$ cat src/rtl/hazard_controller.sv
// hazard_controller: decode-side pipeline sequencer for stalls, bubbles, flushes,
// execute-stage freeze and bus_a/bus_b forwarding selects.
module hazard_controller #(
    parameter int REG_W        = 4,
    parameter int FLUSH_CYCLES = 1,
    parameter int CNT_W        = 16
) (
    input  logic             clk,
    input  logic             clear,
    input  logic             id_valid,
    input  logic [REG_W-1:0] id_rs1,
    input  logic [REG_W-1:0] id_rs2,
    input  logic             id_use_rs1,
    input  logic             id_use_rs2,
    input  logic [REG_W-1:0] ex_rd,
    input  logic             ex_reg_wr,
    input  logic             ex_is_load,
    input  logic [REG_W-1:0] mem_rd,
    input  logic             mem_reg_wr,
    input  logic [REG_W-1:0] wb_rd,
    input  logic             wb_reg_wr,
    input  logic             redirect,
    input  logic             mem_busy,
    output logic             stall_pc,
    output logic             stall_id,
    output logic             flush_id,
    output logic             bubble_ex,
    output logic             turn_off,
    output logic [1:0]       fwd_a,
    output logic [1:0]       fwd_b,
    output logic [1:0]       state,
    output logic [CNT_W-1:0] stall_cnt
);
    typedef enum logic [1:0] {RUN = 2'b00, MEM_WAIT = 2'b01, FLUSH = 2'b10} state_t;
    localparam logic [2:0] RELOAD = 3'(FLUSH_CYCLES - 1);

    state_t           state_q, state_d;
    logic [2:0]       cnt_q, cnt_d;
    logic             pend_q, pend_d;
    logic [CNT_W-1:0] stall_cnt_q, stall_cnt_d;
    logic             stall, flush, bubble, freeze, load_use, redir, flushing;
    logic [1:0]       sel_a, sel_b;

    assign sel_a = (mem_reg_wr && mem_rd == id_rs1 && id_rs1 != '0) ? 2'b01 :
                   (wb_reg_wr && wb_rd == id_rs1 && id_rs1 != '0) ? 2'b10 : 2'b00;
    assign sel_b = (mem_reg_wr && mem_rd == id_rs2 && id_rs2 != '0) ? 2'b01 :
                   (wb_reg_wr && wb_rd == id_rs2 && id_rs2 != '0) ? 2'b10 : 2'b00;
    assign load_use = id_valid && ex_is_load && ex_reg_wr && ex_rd != '0 &&
                      ((id_use_rs1 && ex_rd == id_rs1) || (id_use_rs2 && ex_rd == id_rs2));
    // A parked redirect or parked flush cycles resume on the cycle memory releases.
    assign redir    = redirect || pend_q;
    assign flushing = state_q == FLUSH || (state_q == MEM_WAIT && cnt_q != '0);

    always_comb begin
        state_d = RUN;
        cnt_d   = cnt_q;
        pend_d  = pend_q;
        stall   = 1'b0;
        flush   = 1'b0;
        bubble  = 1'b0;
        freeze  = 1'b0;
        if (mem_busy) begin
            stall   = 1'b1;
            freeze  = 1'b1;
            state_d = MEM_WAIT;
            pend_d  = pend_q || redirect;
        end else if (redir) begin
            flush   = 1'b1;
            pend_d  = 1'b0;
            cnt_d   = RELOAD;
            state_d = FLUSH_CYCLES > 1 ? FLUSH : RUN;
        end else if (flushing) begin
            flush   = 1'b1;
            cnt_d   = cnt_q - 3'd1;
            state_d = cnt_q > 3'd1 ? FLUSH : RUN;
        end else if (load_use) begin
            stall  = 1'b1;
            bubble = 1'b1;
        end
        stall_cnt_d = (stall && stall_cnt_q != '1) ? stall_cnt_q + 1'b1 : stall_cnt_q;
    end

    always_ff @(posedge clk or negedge clear) begin
        if (!clear) begin
            state_q     <= RUN;
            cnt_q       <= '0;
            pend_q      <= 1'b0;
            stall_cnt_q <= '0;
        end else begin
            state_q     <= state_d;
            cnt_q       <= cnt_d;
            pend_q      <= pend_d;
            stall_cnt_q <= stall_cnt_d;
        end
    end

    assign stall_pc  = clear & stall;
    assign stall_id  = clear & stall;
    assign flush_id  = clear & flush;
    assign bubble_ex = clear & bubble;
    assign turn_off  = clear & freeze;
    assign fwd_a     = clear ? sel_a : 2'b00;
    assign fwd_b     = clear ? sel_b : 2'b00;
    assign state     = state_q;
    assign stall_cnt = stall_cnt_q;
endmodule

$ cat config.mk
export PLATFORM = sky130hd
export DESIGN_NAME = hazard_controller
export DESIGN_NICKNAME = d
export VERILOG_FILES = /design/src/rtl/hazard_controller.sv
export SDC_FILE = /design/constraint.sdc
export NUM_CORES = 1
export LEC_CHECK = 0
export ABC_AREA = 0
export CORE_MARGIN = 2
export CORE_UTILIZATION = 40
export DETAILED_ROUTE_END_ITERATION = 10
export MAX_ROUTING_LAYER = met4
export PLACE_DENSITY = 0.77
export SKIP_LAST_GASP = 1
export SLEW_MARGIN = 20
export SYNTH_ARGS = -nofsm -noshare
export SYNTH_HDL_FRONTEND = slang
export SYNTH_SLANG_ARGS = --single-unit
$ cat constraint.sdc
create_clock -name clk -period 2.4 [get_ports clk]
set_clock_uncertainty 0.2 [all_clocks]
set_input_delay 0.6 -clock clk [delete_from_list [all_inputs] [get_ports clk]]
set_output_delay 0.6 -clock clk [all_outputs]
set_load 0.05 [all_outputs]
==> results.ini <==
[routing]
routed-wl-met3_um = 176
routed_wl_um = 4810
wl_met1_um = 2020
antenna_left = 0
drt_pre_antenna_iters = 4
post_drt_wl_per_cell_um = 16.4
wl_met2_um = 2420
drt-vias-per-instance = 5.20
drc = 0
routed.top_layer = met4
vias = 1523
initialDrtViolationCount = 65

[clock_tree]
clock_latency_ns = 0.26
cts.sinks = 22
clk_path_buf_depth = 2
h-tree-depth = 1
cts_root_buffer = clkbuf_8
path_clk_slew_ns = 0.08
cts_hold_buf = 0
cts_tree = done
cts_inserted_buffers = 3

[synthesis]
synth.area.mux_share_pct = 2.22
synthAdderAreaFrac_pct = 3.29
synthSimpleGateAreaFrac_pct = 27.7
async_flop_share_pct = 100
syn_nets = 196
ys_seq_elements = 22
avgSynthCellArea_um2 = 9.45
synth_flop_cell = dfrtp_1
synth-compound-area-share_pct = 9.87
yosysWarnings = 0
yosysUniqueCellTypes = 35
synth_top_family_by_area = simple AND/OR/NAND/NOR gates
synth_cells = 161
synth-edff-count = 0
yosysSeqAreaShare_pct = 36.2
synthXorXnorAreaFrac_pct = 16.7
syn_area_mm2 = 0.00152

[pwr]
total_power_mw = 1.54
seqPwrFrac_pct = 34.5
clockPowerShare_pct = 15.1
p_switching_mw = 0.672
power.leakage_nw = 1.15
p_sw_share_pct = 43.5
p_int_mw = 0.872
p_per_area_mw_per_mm2 = 584
p_comb_share_pct = 50.3
ir_drop_mv = 0.688

[worst_hold_path]
worstHoldPathType = input pin to async pin

[placement]
place_ws_ns = -0.588
post-place-cells = 286
io_buffers = 57
gp_congestion = 0.890
dpl.hpwl_um = 3270
placed_area_mm2 = 0.00241

[setup_path]
crit_family = buffers and inverters
cp_cell_sequence = dlygate4sd2_1 > nor4_2 > buf_4 > nor4_4 > o21ai_2 > nand2_2 > and2_4 > buf_12
crit_cells = 8
timing.rr.end = stall_cnt[13]$_DFFE_PN0P_
path_buf_inv = 3
required_ns = 1.60
worstSetupStartpointType = input pin
r2r-start = cnt_q[0]$_DFFE_PN0P_
cp_data_arrival_time_ns = 1.89
rrSetupSlack_ns = 0.14
setup.worst_path.start = ex_rd[3]
critPathCapture = stall_pc
path_class = input pin to primary output
cpPeakStageDelay_ns = 0.30
cp_max_fo = 3
crit_slowest_cell = dlygate4sd2_1
worst_r2r_path_depth = 11
crit_path_end_kind = primary output

[die]
initial_core_util_pct = 41.6
num_rows = 22
dieArea_mm2 = 0.00431
die_h_um = 65.7
core_mm2 = 0.00366
die_width_um = 65.7
io_pins = 58

[global_routing]
grt_max_degree = 18
antenna_found_initial = 0
grt_pass1_wl_um = 7320
gr-total-overflow = 0
grt_use_total_pct = 22.6
grt_pass1_vias = 1527

[sta]
report.final.slew_viol_count = 0
tightest_slew_ns = 0.508
clock.fmax_mhz = 372
final-hold-violation-count = 0
max_slew_margin_pct = 66.0
min_period_over_period_pct = 112
rsz0062_at_grt = true
timing.hold.ws_ns = 0.211
finalSetupViolations = 8
layout_setup_ws_ns = -0.289
final.min_clock_period_ns = 2.69

[run_status]
outcome = finished, violations left
violations = negative setup slack

[finish]
fin_area_mm2 = 0.00265
final_cells = 293
mostFrequentLayoutCell = buf_4
n_antenna_cell = 0
drive_above_1_share_pct = 42.4
area_growth_pct = 73.9
fin_nets = 281
final_cell_mix = buf_4 (25), dfrtp_1 (20), clkdlybuf4s50_1 (18)

[run]
maxCapViolations = 0

cell families (layout without fill, tap and decap cells):
group | after synthesis | count (layout)
compound gates | 23 | 23
xor+xnor | 29 | 29
fa+ha+maj | 4 | 4
buf+inv | 10 | 94
flops | 22 | 22
mux | 3 | 3
simple gates | 70 | 70
cell usage after synthesis, types with 2 or more instances:
library cell,number,area (µm²)
a31oi_1,4,25.0
nand4_1,11,68.8
xnor2_1,22,193
nor2_1,8,30.0
buf_2,4,20.0
o21ai_0,5,25.0
nor3_1,11,55.1
xor2_1,7,61.3
nor2b_1,2,12.5
ha_1,4,50.1
nand3_1,3,15.0
nor4_2,2,25.0
buf_6,2,22.5
nand2_1,11,41.3
dfrtp_1,22,551
and2_1,7,43.8
a21oi_1,9,45.0
mux2_2,3,33.8
and3_1,4,25.0
o21ai_2,2,17.5
nand2b_1,2,12.5
inv_1,3,11.3
metrics by stage:
step,utilization [%],TNS [ns]
floorplan,-,-0.644
global route,72.3,-1.58
detailed placement,65.9,-10.36
global placement,65.9,-9.78
finish,72.3,-1.03
CTS,70.1,-0.823
repair_timing:
item	in CTS	in global routing
pin swaps	26	13
setup buffers	4	1
resized for setup	91	26
endpoints found under the setup margin	24	12
power by group through the flow:
| stage | combinational, mW | clock, mW | sequential [mW] |
|---|---|---|---|
| after floorplan | 0.249 | 0 | 0.704 |
| after global placement | 0.700 | 0 | 0.527 |
| after detailed placement | 0.714 | 0 | 0.529 |
| after CTS | 0.742 | 0.241 | 0.526 |
| after global routing | 0.824 | 0.261 | 0.544 |
| final | 0.777 | 0.234 | 0.533 |
sequential cells by signal (all words and copies together), names as in the netlist:
register	cells
stall_cnt	16
cnt_q	3
state	2
pend_q	1
how the worst min path moves through the flow:
stage                                endpoint  cells after the start
finish               stall_cnt[4]$_DFFE_PN0P_                      2
global route         stall_cnt[4]$_DFFE_PN0P_                      2
CTS                  stall_cnt[5]$_DFFE_PN0P_                      2
detailed placement  stall_cnt[13]$_DFFE_PN0P_                      1
global placement     stall_cnt[8]$_DFFE_PN0P_                      1
floorplan                cnt_q[0]$_DFFE_PN0P_                      0
per-layer routing:
metal | vias to the layer above | track usage (%)
met5 | - | -
met1 | 724 | 29.7
met4 | 0 | 9.11
met2 | 52 | 35.4
met3 | 17 | 3.25
li1 | 730 | -
layout make-up:
class | instances | area (µm²)
tap | 48 | 60.1
fill | 267 | 1010
inverter | 3 | 11.3
sequential | 22 | 553
multi-input combinational | 129 | 1090
clock buffer | 4 | 45.0
timing repair buffer | 87 | 883
Note: power is estimated with default switching activity, not from simulation.
